**src/rtl/cordic_iterative_mm.sv**
```systemverilog
// Iterative CORDIC, one micro-rotation per clock, rotation or vectoring.
// Results are saturated to the external width; z wraps as an angle.
module cordic_iterative_mm #(
  parameter int N_FRAC     = 7,
  parameter int ITERATIONS = 6
) (
  input  logic                     clk_i,
  input  logic                     rst_i,
  input  logic                     in_valid_i,
  output logic                     in_ready_o,
  input  logic                     mode_i,
  input  logic signed [N_FRAC:0]   x_i,
  input  logic signed [N_FRAC:0]   y_i,
  input  logic signed [N_FRAC:0]   z_i,
  output logic                     out_valid_o,
  input  logic                     out_ready_i,
  output logic signed [N_FRAC:0]   x_o,
  output logic signed [N_FRAC:0]   y_o,
  output logic signed [N_FRAC:0]   z_o,
  output logic                     ovf_o
);

  localparam int W  = N_FRAC + 3;
  localparam int ZW = N_FRAC + 1;

  localparam logic [1:0] IDLE = 2'd0;
  localparam logic [1:0] CALC = 2'd1;
  localparam logic [1:0] DONE = 2'd2;

  localparam logic [3:0] LAST = 4'(ITERATIONS - 1);

  // atan(2^-i) with pi = 2^15
  localparam logic [15:0] T [16] = '{
    16'd8192, 16'd4836, 16'd2555, 16'd1297,
    16'd651,  16'd325,  16'd162,  16'd81,
    16'd40,   16'd20,   16'd10,   16'd5,
    16'd2,    16'd1,    16'd0,    16'd0
  };

  logic [1:0]          state;
  logic [3:0]          iter;
  logic                mode;
  logic signed [W-1:0] x_q;
  logic signed [W-1:0] y_q;
  logic signed [ZW-1:0] z_q;

  logic signed [W-1:0]  x_sh;
  logic signed [W-1:0]  y_sh;
  logic signed [W-1:0]  x_n;
  logic signed [W-1:0]  y_n;
  logic signed [ZW-1:0] z_n;
  logic signed [ZW-1:0] ang;
  logic                 dir;

  logic [2:0]           x_top;
  logic [2:0]           y_top;
  logic                 x_ovf;
  logic                 y_ovf;
  logic signed [ZW-1:0] x_sat;
  logic signed [ZW-1:0] y_sat;

  assign in_ready_o  = (state == IDLE);
  assign out_valid_o = (state == DONE);

  always_comb begin
    x_sh = x_q >>> iter;
    y_sh = y_q >>> iter;
    ang  = ZW'(T[iter] >> (15 - N_FRAC));
    dir  = mode ? y_q[W-1] : ~z_q[ZW-1];
    if (dir) begin
      x_n = x_q - y_sh;
      y_n = y_q + x_sh;
      z_n = z_q - ang;
    end else begin
      x_n = x_q + y_sh;
      y_n = y_q - x_sh;
      z_n = z_q + ang;
    end
  end

  // Out of range whenever the guard bits disagree with the sign
  assign x_top = x_n[W-1:N_FRAC];
  assign y_top = y_n[W-1:N_FRAC];
  assign x_ovf = ~(&x_top | ~|x_top);
  assign y_ovf = ~(&y_top | ~|y_top);
  assign x_sat = x_ovf ? {x_n[W-1], {N_FRAC{~x_n[W-1]}}}
                       : x_n[N_FRAC:0];
  assign y_sat = y_ovf ? {y_n[W-1], {N_FRAC{~y_n[W-1]}}}
                       : y_n[N_FRAC:0];

  always_ff @(posedge clk_i or negedge rst_i) begin
    if (!rst_i) begin
      state <= IDLE;
      iter  <= '0;
      mode  <= 1'b0;
      x_q   <= '0;
      y_q   <= '0;
      z_q   <= '0;
      x_o   <= '0;
      y_o   <= '0;
      z_o   <= '0;
      ovf_o <= 1'b0;
    end else begin
      unique case (state)
        IDLE: begin
          if (in_valid_i) begin
            x_q   <= {{2{x_i[N_FRAC]}}, x_i};
            y_q   <= {{2{y_i[N_FRAC]}}, y_i};
            z_q   <= z_i;
            mode  <= mode_i;
            iter  <= '0;
            state <= CALC;
          end
        end
        CALC: begin
          x_q  <= x_n;
          y_q  <= y_n;
          z_q  <= z_n;
          iter <= iter + 4'd1;
          if (iter == LAST) begin
            x_o   <= x_sat;
            y_o   <= y_sat;
            z_o   <= z_n;
            ovf_o <= x_ovf | y_ovf;
            state <= DONE;
          end
        end
        DONE: begin
          if (out_ready_i) state <= IDLE;
        end
        default: state <= IDLE;
      endcase
    end
  end

endmodule

```
**config.mk**
```make
export PLATFORM = sky130hd
export DESIGN_NAME = cordic_iterative_mm
export DESIGN_NICKNAME = d
export VERILOG_FILES = /design/src/rtl/cordic_iterative_mm.sv
export SDC_FILE = /design/constraint.sdc
export NUM_CORES = 1
export LEC_CHECK = 0
export ABC_AREA = 1
export CAP_MARGIN = 20
export CORE_UTILIZATION = 30
export DETAILED_ROUTE_END_ITERATION = 8
export SYNTH_ARGS = -nofsm -noshare
export SYNTH_HDL_FRONTEND = slang
export SYNTH_SLANG_ARGS = --single-unit
```
**constraint.sdc**
```tcl
create_clock -name clk_i -period 7.4 [get_ports clk_i]
set_input_delay 1.11 -clock clk_i [delete_from_list [all_inputs] [get_ports clk_i]]
set_output_delay 1.11 -clock clk_i [all_outputs]
set_load 0.02 [all_outputs]
```
==> flow_summary.toml <==
[routing]
routed-wl-met3_um = 757
detail_route.wl_per_cell_um = 14.3
drt_wl_total_um = 14100
viasPerCell = 4.86
wl_met1_um = 6660
top_layer = "met4"
drtIter0Drc = 295
drc = 0
wl_met2_um = 6280
dr.pass1.iters = 5
ant_nets = 0
vias = 4780

[layout]
num-fill-cells = 1729
post-route-util_pct = 37.3
mostFrequentLayoutCells = "228 x nand2_1, 61 x inv_1, 60 x dfrtp_1"
final_cells = 984
synthToLayoutAreaGrowth_pct = 20.9
final_common_cell = "nand2_1"
final_layout_size_suffix_gt1_share_pct = 7.42
diodes = 0
final_nets = 830

[sta]
finalClockSkew_ps = 7.91
setup_violations = 0
period_minus_slack_ps = 4630
fin_ws_ps = 2770
finalHoldViolCount = 0
tns_ps = 0
max_clock_freq_ghz = 0.216
finalCritPeriodShare_pct = 62.6
tightest_slew_ps = 960
relSlewSlack_pct = 36.0
rsz0062_at_grt = "no"
report.final.slew_viol_count = 0

[die]
die_h_um = 130
core_um2 = 15900
io_pins = 56
rows = 46
start_util_pct = 30.9
dieArea_um2 = 16900
die_w_um = 130

[global_route]
grt_pass1_wl_um = 23000
antenna_found_initial = 0
grt.overflow.total = 0
grt_usage_pct = 17.9
grt_pass1_vias = 4538
grt_max_degree = 61

[cts]
clkTransAtPathRegs_ps = 50
cts-hold-fix-buffers = 0
cts_tree = "built"
cts.sinks = 60
clk_latency_ps = 340
htree_levels = 3
root_buffer = "clkbuf_16"
cts_resized = 0
post_cts_buffers = 0
clock_path_buffers = 2
numCtsBuffers = 9

[setup_path]
critPathLaunchType = "flip-flop"
criticalPathCategory = "reg2reg"
endpoint_kind = "flip-flop"
path_max_fanout = 33
critPathRequiredTime_ps = 7620
cp.arrival_ps = 4860

[yosys]
ys_ff_latch = 60
yosysWarnings = 0
netlist_top_cells_area = "dfrtp_1 30%, nand2_1 17%, ha_1 8.4%"
yosys.area.top_type = "dfrtp_1"
ys_types = 39
synthesis.nets = 778
synth_top_area_share_pct = 30.5
postSynthCellCount = 713
synth_area_um2 = 4920
synth_edf_count = 0
syn_avg_cell_area_um2 = 6.91
yosysSeqAreaShare_pct = 30.5
async_flop_share_pct = 100
synth_ff_type = "dfrtp_1"

[place]
gp_congestion = 0.914
hpwl_um = 10500
dp_cells = 970
dpl_worst_slack_ps = 2810
port_buffers = 55

[hold_path]
hold_class = "reg2reg"

[run]
drv_cap = 0

[status]
status = "completed"
synth_stat cells (all sizes together) (7+ instances only):
cell type	number
o211ai	12
nand2	234
nor2	71
inv	69
o22ai	7
ha	33
o21ai	33
xor2	34
xnor2	7
clkbuf	11
dfrtp	60
a21oi	45
nand3	60
buf	8
routing by layer:
layer  vias to the layer above  track usage [%]
li1                       2428                -
met1                      2192             23.8
met2                       129             28.1
met3                        31             4.26
met4                         0             6.84
met5                         -                0
logic make-up (layout without fill, tap and decap cells):
group	count (synthesis)	after routing	synth area share (%)
buffers and inverters	89	144	7.14
AND/OR/NAND/NOR	373	373	31.6
flip-flops	60	60	30.5
XOR/XNOR	41	41	7.29
AO/OA/AOI/OAI	114	114	13.9
adder cells (fa/ha/maj)	36	36	9.61
stage by stage:
step                      hold slack [ps]  instance area (um^2)
after floorplan                       459                  4920
after global placement                459                  5690
after detailed placement              468                  5690
after CTS                             484                  5950
after global routing                  497                  5950
final                                 478                  5950
worst max-delay path, cell delays in order (launching register included):
cell	delay (ps)
dfrtp_1	970
inv_2	300
nand2_1	130
nand3_1	80
nand2_1	90
nand2_1	70
nand2_1	60
nand2_1	70
nand2_1	130
inv_1	50
ha_1	190
and3_1	200
nor2_1	120
xor2_1	160
inv_1	60
ha_1	340
nand2_1	130
inv_1	50
a21oi_1	220
o21ai_0	120
nand2_1	70
nand2_1	60
xor2_1	180
or2_2	290
nand3_1	120
nand2_1	90
inv_2	110
a21oi_1	70
sequential cells by signal, summed over array words and instances (netlist names), 2 cells and up:
name   flops
iter       4
state      2
x_o        8
x_q       10
y_o        8
y_q       10
z_o        8
z_q        8
cell type report:
class / count / area, um^2 / area share, %
sequential: 60 / 1500 / 25.2
multi-input combinational: 564 / 3080 / 51.7
clock inverter: 3 / 15.0 / 0.252
inverter: 70 / 263 / 4.42
clock buffer: 11 / 243 / 4.08
tap: 216 / 270 / 4.54
timing repair buffer: 60 / 583 / 9.80
worst paths after layout:
check | startpoint | endpoint | slack, ps | cells after the start
max | iter[0] | y_o[5] | 2770 | 27
min | z_o[7] | z_o[7] | 480 | 2
max reg2reg | iter[0] | y_o[5] | 2770 | 27
min reg2reg | z_o[7] | z_o[7] | 480 | 2
max in group asynchronous | rst_i | y_o[0] | 5920 | 2
min in group asynchronous | rst_i | x_q[8] | 950 | 2
Power is left out: the tool's default activity adds up to more than one toggle a clock period on the data nets, which glitch-free logic cannot reach.
